$ cat src/rtl/fu_operand_join.sv
// Operand join for functional_unit: two skew-tolerant FIFOs, one aligned pair out.
// Optional FU_JOIN_CONST_EN replaces operand 2 with const_value.
module fu_operand_join #(
    parameter int DATA_WIDTH = 32,
    parameter int DEPTH      = 4
) (
    input  logic                  clk,
    input  logic                  rst_n,
    input  logic [DATA_WIDTH-1:0] in1,
    input  logic                  in1_v,
    output logic                  in1_r,
    input  logic [DATA_WIDTH-1:0] in2,
    input  logic                  in2_v,
    output logic                  in2_r,
    output logic [DATA_WIDTH-1:0] dout_1,
    output logic [DATA_WIDTH-1:0] dout_2,
    output logic                  dout_v,
    input  logic                  dout_r,
    input  logic                  clear
`ifdef FU_JOIN_CONST_EN
    ,
    input  logic                  const_en,
    input  logic [DATA_WIDTH-1:0] const_value
`endif
);

    localparam int AW = $clog2(DEPTH);
    localparam int CW = AW + 1;
    localparam logic [CW-1:0] FULL = CW'(DEPTH);

    logic [DATA_WIDTH-1:0] mem1 [DEPTH];
    logic [DATA_WIDTH-1:0] mem2 [DEPTH];
    logic [AW-1:0]         wr1, rd1, wr2, rd2;
    logic [CW-1:0]         cnt1, cnt2;

    logic const_mode;
    logic push1, push2, pop, pop2;

`ifdef FU_JOIN_CONST_EN
    assign const_mode = const_en;
    assign dout_2     = const_mode ? const_value : mem2[rd2];
`else
    assign const_mode = 1'b0;
    assign dout_2     = mem2[rd2];
`endif

    // Ready depends only on registered occupancy, never on dout_r.
    assign in1_r  = (cnt1 != FULL);
    assign in2_r  = !const_mode && (cnt2 != FULL);
    assign dout_v = (cnt1 != '0) && (const_mode || (cnt2 != '0));
    assign dout_1 = mem1[rd1];

    assign push1 = in1_v && in1_r;
    assign push2 = in2_v && in2_r;
    assign pop   = dout_v && dout_r;
    assign pop2  = pop && !const_mode;

    always_ff @(posedge clk or negedge rst_n) begin
        if (!rst_n) begin
            wr1  <= '0;
            rd1  <= '0;
            cnt1 <= '0;
            mem1 <= '{default: '0};
        end else if (clear) begin
            wr1  <= '0;
            rd1  <= '0;
            cnt1 <= '0;
        end else begin
            if (push1) begin
                mem1[wr1] <= in1;
                wr1       <= wr1 + AW'(1);
            end
            if (pop) begin
                rd1 <= rd1 + AW'(1);
            end
            unique case ({push1, pop})
                2'b10:   cnt1 <= cnt1 + CW'(1);
                2'b01:   cnt1 <= cnt1 - CW'(1);
                default: cnt1 <= cnt1;
            endcase
        end
    end

    always_ff @(posedge clk or negedge rst_n) begin
        if (!rst_n) begin
            wr2  <= '0;
            rd2  <= '0;
            cnt2 <= '0;
            mem2 <= '{default: '0};
        end else if (clear) begin
            wr2  <= '0;
            rd2  <= '0;
            cnt2 <= '0;
        end else begin
            if (push2) begin
                mem2[wr2] <= in2;
                wr2       <= wr2 + AW'(1);
            end
            if (pop2) begin
                rd2 <= rd2 + AW'(1);
            end
            unique case ({push2, pop2})
                2'b10:   cnt2 <= cnt2 + CW'(1);
                2'b01:   cnt2 <= cnt2 - CW'(1);
                default: cnt2 <= cnt2;
            endcase
        end
    end

endmodule
$ cat config.mk
export PLATFORM = sky130hd
export DESIGN_NAME = fu_operand_join
export DESIGN_NICKNAME = d
export VERILOG_FILES = /design/src/rtl/fu_operand_join.sv
export SDC_FILE = /design/constraint.sdc
export NUM_CORES = 1
export LEC_CHECK = 0
export CORE_MARGIN = 5
export CORE_UTILIZATION = 30
export CTS_BUF_LIST = sky130_fd_sc_hd__clkbuf_16
export DETAILED_ROUTE_END_ITERATION = 10
export SYNTH_ARGS = -nofsm -noshare
export SYNTH_HDL_FRONTEND = slang
export SYNTH_SLANG_ARGS = --single-unit
$ cat constraint.sdc
create_clock -name clk -period 2.43 [get_ports clk]
set_input_delay 0.243 -clock clk [delete_from_list [all_inputs] [get_ports clk]]
set_output_delay 0.243 -clock clk [all_outputs]
set_load 0.01 [all_outputs]
**Word level (Yosys, flattened, before mapping)**

Index checks and enable logic that the tools add are counted.

- $add $sub $neg: 8
- Bitwise gates (word level): 5
- Equality and inequality tests: 6
- Reductions and logical operators: 15
- Multiplexer cells: 24
- $lt $le $gt $ge: 6

Operators with widths:

| cell | count |
|---|---|
| $bwmux 128 | 2 |
| $mux 32 | 6 |
| $bmux 32 s2 | 2 |
| $demux 32 s2 | 2 |
| $mux 2 | 8 |
| $ge 3x3->1 const B | 4 |
| $not 2->3 | 4 |
| $pmux 3 s2 | 2 |
| $reduce_bool 3->1 | 4 |
| $add 2x1->2 const B | 4 |
| $add 3x1->3 const B | 2 |
| $logic_and 1x1->1 | 6 |
| $lt 3x1->1 const B | 2 |
| $mux 3 | 2 |
| $ne 3x3->1 const B | 2 |
| $reduce_bool 2->1 | 3 |
| $sub 3x1->3 const B | 2 |
| $eq 2x1->1 const B | 2 |
| $eq 2x2->1 const B | 2 |
| $reduce_and 2->1 | 2 |
| $not 1->1 | 1 |

- Word-level logic and storage cells: 78
- Bits in registers: 270

**Logic depth before layout (Yosys ltp)**

Gate-level depths: netlist of the first run.

- Depth in word-level cells: 6
- Mapped depth: 9

**Least setup slack after synthesis of the first run**

No wires, ideal clock.

- Path type: flip-flop to flip-flop
- From: register cnt2[1]
- To: register cnt1[2]
- Path slack: 0.357 ns
- Path buffers: 1
- Data arrival time: 1.995 ns
- Cell stages (with the launch flop): 10
- Setup time: 0.078 ns
- Clock period less this slack: 2.073 ns
- Cells stage by stage: dfrtp_1 -> or3_1 -> buf_2 -> nand2_1 -> a21oi_1 -> fa_1 -> nor3_1 -> a22o_1 -> a32oi_1 -> a21oi_1

- Word-level cells in the longest chain between the ends: 6
- Elaborated cells on any way between the ends: 8
- Those cells by class: 2 x eq/ne; 2 x mux; 4 x reduce/logical

Ends and longest elaborated chain:

| item | RTL line | RTL |
|---|---|---|
| from (decl) | 34 | `logic [CW-1:0] cnt1, cnt2;` |
| from (signal assigned) | 103 | `2'b10: cnt2 <= cnt2 + CW'(1);` |
| from (signal assigned) | 104 | `2'b01: cnt2 <= cnt2 - CW'(1);` |
| from (signal assigned) | 105 | `default: cnt2 <= cnt2;` |
| $reduce_bool 3->1 (*) | 50 | `assign dout_v = (cnt1 != '0) && (const_mode \|\| (cnt2 != '0));` |
| $logic_and 1x1->1 (*) | 50 |  |
| $logic_and 1x1->1 (*) | 55 | `assign pop = dout_v && dout_r;` |
| $eq 2x1->1 / $eq 2x2->1 (equally long branches) | 76 | `unique case ({push1, pop})` |
| $pmux 3 s2 | 76 |  |
| $mux 3 | 64 | `end else if (clear) begin` |
| to (signal assigned) | 77 | `2'b10: cnt1 <= cnt1 + CW'(1);` |
| to (signal assigned) | 78 | `2'b01: cnt1 <= cnt1 - CW'(1);` |
| to (signal assigned) | 79 | `default: cnt1 <= cnt1;` |
| to (decl) | 34 |  |

Every way passes the cells marked *; elsewhere a longest branch is shown, timed or not.
A chain may end at the register's enable or synchronous reset.

**Worst setup path in the final report of the first run**

- From: register rd1[0]
- To: output dout_1[23]

- Word-level cells in the longest chain between the ends: 4

Ends and longest elaborated chain:

| item | RTL line | RTL |
|---|---|---|
| from (decl) | 33 | `logic [AW-1:0] wr1, rd1, wr2, rd2;` |
| from (signal assigned) | 74 | `rd1 <= rd1 + AW'(1);` |
| $not 2->3 (implied by the code) | 51 | `assign dout_1 = mem1[rd1];` |
| $bmux 32 s2 | 51 |  |
| $mux 32 (implied by the code) (2 in series) | 51 |  |
| to (decl) | 15 | `output logic [DATA_WIDTH-1:0] dout_1,` |

No other way between the ends. The select of a mux whose other input is x is not followed.

==> flow_summary.toml, run 1 <==
[placed_design]
dp_hpwl_um = 16650
io_buffers = 136
dp_slack_ns = 0.1594
numPlacedInstances = 1381
postPlaceCellArea_um2 = 14610
gp_congestion = 0.7052

[timing]
slew_headroom_pct = 67.11
max_freq_mhz = 433.0
fin_setup_tns_ns = 0
setup_slack_ns = 0.1205
period_share_pct = 95.04
finalSetupViolCount = 0
rsz0062_at_grt = "no"
tightest_slew_ns = 0.4934
hold_viol_final = 0
post-route-min-period_ns = 2.310
finClkSkew_ns = 0.01641
slew_violations = 0

[detailed_routing]
drc = 0
drt_iter0_markers = 331
avgViaCountPerCell = 4.622
drt_wl_total_um = 27380
firstDrtPassIters = 5
antenna_left = 0
dr_total_vias = 6739
wl_per_cell_um = 18.78

[worst_setup_path]
path_max_fanout = 15
critPathLaunchType = "register"
crit_arrival_ns = 2.07
crit_required_ns = 2.19
r2r_cells = 4
crit_type = "reg2out"
end_kind = "output pin"

[global_routing]
grt_max_degree = 62
grt_pass1_vias = 7545
antenna_found_initial = 1
grt_usage_pct = 11.89
grt_pass1_wl_um = 44190
grt-ovfl-total = 0

[final_layout]
fin_cells = 1458
final_common_cell = "dfrtp_1"
finish.instance_area_um2 = 15730
area_delta_synth_final_pct = 24.02
multi_input_area_um2 = 5472
seq_area_um2 = 6759
n_fill_cell = 3932
nets = 974
final_cell_mix = "dfrtp_1 (268), mux2_2 (130), mux2_4 (121)"
final_core_util_pct = 37.59
layout-drive-gt1-share_pct = 45.75

[clock_network]
clk_latency_ns = 0.51
ctsHtreeMaxLevel = 2
clk_pin_slew_ns = 0.06
cts_root_buffer = "clkbuf_16"
cts_sinks = 270
cts_tree = "done"
cts_buffers = 34
clockBufferDepth = 3

[die]
io_pins = 137
fp.dieH_um = 215.6
die_x_um = 215.6
initial_utilization_pct = 30.31
dieArea_um2 = 46500
rows = 75
core_area_um2 = 41850

[power]
leakage_nw = 7.247
powerDensity_nw_per_um2 = 1176
ir_drop_v = 0.0004867

[min_path]
min_path_type = "in2async"

[synthesis]
synth_area_um2 = 12690
yosysSeqAreaShare_pct = 53.26
syn-num-nets = 808
synth-seq-cells = 270
syn_area_per_cell_um2 = 17.43
yosys_warnings = 0
synth.distinct_cells = 38
syn_inst = 728

[job]
drv_cap = 0

[outcome]
status = "completed"
## worst max-delay path, stage by stage (launching register included)
cell and delay [ns]:
dfrtp_2 0.43, buf_12 0.18, buf_4 0.13, mux4_2 0.47, dlygate4sd2_1 0.32
## routing by layer
layer / part of all wire, % / GRT usage [%] / up-vias
met4: 1.9 / 3.136 / 2
met3: 6.6 / 3.980 / 42
met5: 0.026 / 0 / -
met2: 45 / 18.09 / 146
met1: 47 / 16.43 / 3517
li1: - / - / 3032
## synthesized netlist by cell type
cell type    n  area (um2)
mux2_2     130        1464
dfrtp_1    270        6756
nor2_1      13       48.80
a311oi_1     1       8.760
xnor2_1      4       35.03
a221o_1      1       10.01
or3_1        1       6.260
buf_4       12       90.09
xor2_1       2       17.52
clkbuf_1    14       52.55
o31a_1       2       17.52
and2_4       1       8.760
or2_2        1       6.260
fa_1         2       40.04
buf_2        9       45.04
nand2_1      6       22.52
mux2i_1      2       20.02
mux2_1       8       90.09
nor2b_1      3       18.77
o221a_4      1       20.02
ha_1         8       100.1
a21oi_1      6       30.03
nand2_2      4       25.02
nand2_8      4       80.08
o21ai_0      2       10.01
buf_6        1       11.26
o21a_1       2       15.01
or3b_1       2       17.52
a32oi_1      2       17.52
and3b_4      2       25.02
nand2b_1     4       25.02
nor3_1       1       5.000
a22o_1       1       8.760
buf_12      12       240.2
mux2_4     121        1817
inv_1        5       18.77
mux4_2      64        1441
nand3_1      4       20.02
## what timing repair did
item / CTS / global route
endpoints found under the setup margin: 64 / 13
buffers inserted: 6 / 9
hold buffers: 1 / 0
resized for setup: 59 / 10
hold endpoints to repair: 52 / 0
## layout make-up
cell class                 count  share of cell area, %
tap                          539                  4.287
clock buffer                  35                  5.567
clock inverter                25                 0.9066
multi-input combinational    405                  34.78
inverter                       5                 0.1193
antenna                        1                0.01591
timing repair buffer         178                  11.36
sequential                   270                  42.96
## path summary, 6_finish.rpt
check | from | to | slack [ns]
min | rst_n | mem2[103] | 0.27
max reg2reg | cnt1[1] | mem1[39] | 0.30
max in group asynchronous | rst_n | rd1[0] | 1.39
min in group clk | in2[21] | mem2[21] | 0.42
max | rd1[0] | dout_1[23] | 0.12
min reg2reg | mem2[26] | mem2[26] | 0.49
## power breakdown
part | switching [W] | internal [W] | total [W]
clock | 0.00191 | 0.00271 | 0.00462
sequential | 0.000982 | 0.00641 | 0.00739
combinational | 0.00229 | 0.00421 | 0.00649
total | 0.00518 | 0.0133 | 0.0185
## sequential cells by signal (all words and copies together) (netlist names)
name  count
rd1       2
cnt1      3
wr2       2
rd2       2
cnt2      3
mem1    128
mem2    128
wr1       2
## stage by stage
stage          hold WS [ns]  power (W)
3_5_place_dp         0.2254    0.01431
4_1_cts              0.2524    0.01879
5_1_grt              0.2920    0.01967
2_1_floorplan      -0.05259    0.01167
3_3_place_gp         0.2232    0.01417
6_report             0.2659    0.01851
## cells by family (layout without fill, tap and decap cells)
group,after synthesis,in the layout,synth area share [%]
AO/OA/AOI/OAI,18,18,1.085
XOR/XNOR,6,6,0.4142
adder cells (fa/ha/maj),10,10,1.105
buffers and inverters,53,243,3.610
flip-flops,270,270,53.26
multiplexers,325,325,38.09
other,0,1,0
AND/OR/NAND/NOR,46,46,2.436
Note: power is estimated with default switching activity, not from simulation.
==> run 2, diff against run 1 <==
--- a/config.mk
+++ b/config.mk
@@ -6,9 +6,11 @@
 export NUM_CORES = 1
 export LEC_CHECK = 0
 export CORE_MARGIN = 5
-export CORE_UTILIZATION = 30
+export CORE_UTILIZATION = 50
 export CTS_BUF_LIST = sky130_fd_sc_hd__clkbuf_16
+export CTS_CLUSTER_DIAMETER = 150
 export DETAILED_ROUTE_END_ITERATION = 10
+export PLACE_DENSITY = 0.72
 export SYNTH_ARGS = -nofsm -noshare
 export SYNTH_HDL_FRONTEND = slang
 export SYNTH_SLANG_ARGS = --single-unit
==> flow_summary.toml, run 2 (synthesis gave the netlist of run 1 again) <==
[outcome]
status = "completed"

[min_path]
min_path_type = "in2async"

[detailed_routing]
drc = 0
avgViaCountPerCell = 5.499
m1WireLength_um = 11630
wl_met2_um = 13480
met3_wirelength_um = 1235
wl_per_cell_um = 21.60
firstDrtPassIters = 4
drt_wl_total_um = 26700
dr_total_vias = 6797
drt_iter0_markers = 311
top_layer_used = "met5"
antenna_left = 0

[worst_setup_path]
slowest_delay_ns = 0.50
crit_type = "reg2out"
crit_chain = "buf_12, mux4_2, clkdlybuf4s50_1"
path_delay_family = "buffers and inverters"
crit_buf_inv = 2
path_max_fanout = 12
crit_required_ns = 2.19
cp_slowest_cell = "mux4_2"
critPathLaunchType = "register"
crit_arrival_ns = 2.11
end_kind = "output pin"

[final_layout]
layout-drive-gt1-share_pct = 46.03
nets = 963
num_antenna_cells = 0
final_core_util_pct = 61.72
area_delta_synth_final_pct = 22.16
top_regs = "mem1 x128, mem2 x128"
n_fill_cell = 1859
final_cell_mix = "dfrtp_1 (266), mux2_2 (130), mux2_4 (121)"
final_common_cell = "dfrtp_1"

[die]
fp.dieH_um = 169.3
initial_utilization_pct = 50.52
io_pins = 137
dieArea_um2 = 28660
rows = 58
core_area_um2 = 25110
die_x_um = 169.3

[timing]
rsz0062_at_grt = "no"
hold_viol_final = 0
period_share_pct = 96.76
tightest_slew_ns = 0.5467
finClkSkew_ns = 0.008068
post-route-min-period_ns = 2.351
slew_violations = 0
max_freq_mhz = 425.3
finalSetupViolCount = 0
slew_headroom_pct = 63.56
fin_setup_tns_ns = 0

[clock_network]
cts_tree = "done"
cts_root_buffer = "clkbuf_16"
ctsHtreeMaxLevel = 1
cts_buffers = 30
clk_latency_ns = 0.54
cts_sinks = 270
clk_pin_slew_ns = 0.06
clockBufferDepth = 3

[global_routing]
grt-ovfl-total = 0
antenna_found_initial = 1
grt_usage_pct = 18.93
grt_pass1_vias = 7900
grt_pass1_wl_um = 43730
grt_max_degree = 81

[job]
drv_cap = 0

[placed_design]
dp_hpwl_um = 16900
gp_congestion = 0.8000
io_buffers = 136

[power]
leakage_nw = 7.173
ir_drop_v = 0.0006029
powerDensity_nw_per_um2 = 1217
-- run 2: cell count changes in the layout (fill, tap and decap cells not counted), moves of 2 or more --
cell	before	now
dlymetal6s2s_1	7	3
inv_1	13	5
dfrtp_2	2	4
clkbuf_2	2	0
bufinv_16	1	7
buf_16	0	2
buf_4	28	20
dfrtp_1	268	266
clkinvlp_4	1	4
clkbuf_16	35	30
clkinv_2	7	5
dlygate4sd2_1	53	59
-- run 2: final timing paths --
kind                            startpoint  slack, ns  cells after the start          to
worst max-delay path                rd1[0]       0.08                      3  dout_1[24]
worst min-delay path                 rst_n       0.25                      2   mem2[100]
worst max register to register     cnt2[1]       0.29                      8     cnt1[2]
worst min register to register    mem2[23]       0.49                      1    mem2[23]
max in group asynchronous            rst_n       1.36                      3    mem2[25]
min in group clk                     clear       0.35                      2      wr1[0]
-- run 2: where the power goes --
group | total [W] | internal, W | leakage [nW] | switching (W)
combinational | 0.00652 | 0.00418 | 3.28 | 0.00234
sequential | 0.00749 | 0.00642 | 3.38 | 0.00107
clock | 0.00485 | 0.00301 | 0.517 | 0.00185
-- run 2: cell type report --
cell class	instances	area (um2)	share of cell area, %
Tap cell	330	412.9	2.664
Sequential cell	270	6761	43.63
Clock inverter	25	326.6	2.107
Inverter	5	18.77	0.1211
Clock buffer	30	750.7	4.844
Multi-Input combinational cell	405	5472	35.31
Timing Repair Buffer	171	1755	11.33
-- run 2: metal layers --
metal  global-route usage, %  up-vias
met5                       0        -
met1                   26.35     3620
met2                   32.11      147
li1                        -     2993
met4                   3.675        2
met3                   3.028       35
-- run 2: what timing repair did --
| action | CTS | global route |
|---|---|---|
| hold buffers | 1 | 0 |
| resized for setup | 66 | 3 |
| gates cloned | 2 | 0 |
| endpoints found under the setup margin | 64 | 6 |
| setup buffers | 7 | 5 |
| endpoints found under the hold margin | 63 | 0 |
-- run 2: stage by stage --
step / instances / hold slack, ns / setup slack [ns] / power [W] / area [um2]
5_1_grt: 1236 / 0.2990 / 0.02772 / 0.01990 / 15500
2_1_floorplan: 728 / -0.05259 / 0.3566 / 0.01167 / 12690
6_report: 1236 / 0.2549 / 0.07872 / 0.01886 / 15500
4_1_cts: 1231 / 0.2648 / 0.003951 / 0.01903 / 15440
3_3_place_gp: 1166 / 0.2304 / 0.3584 / 0.01393 / 14290
3_5_place_dp: 1166 / 0.2439 / 0.2719 / 0.01436 / 14290
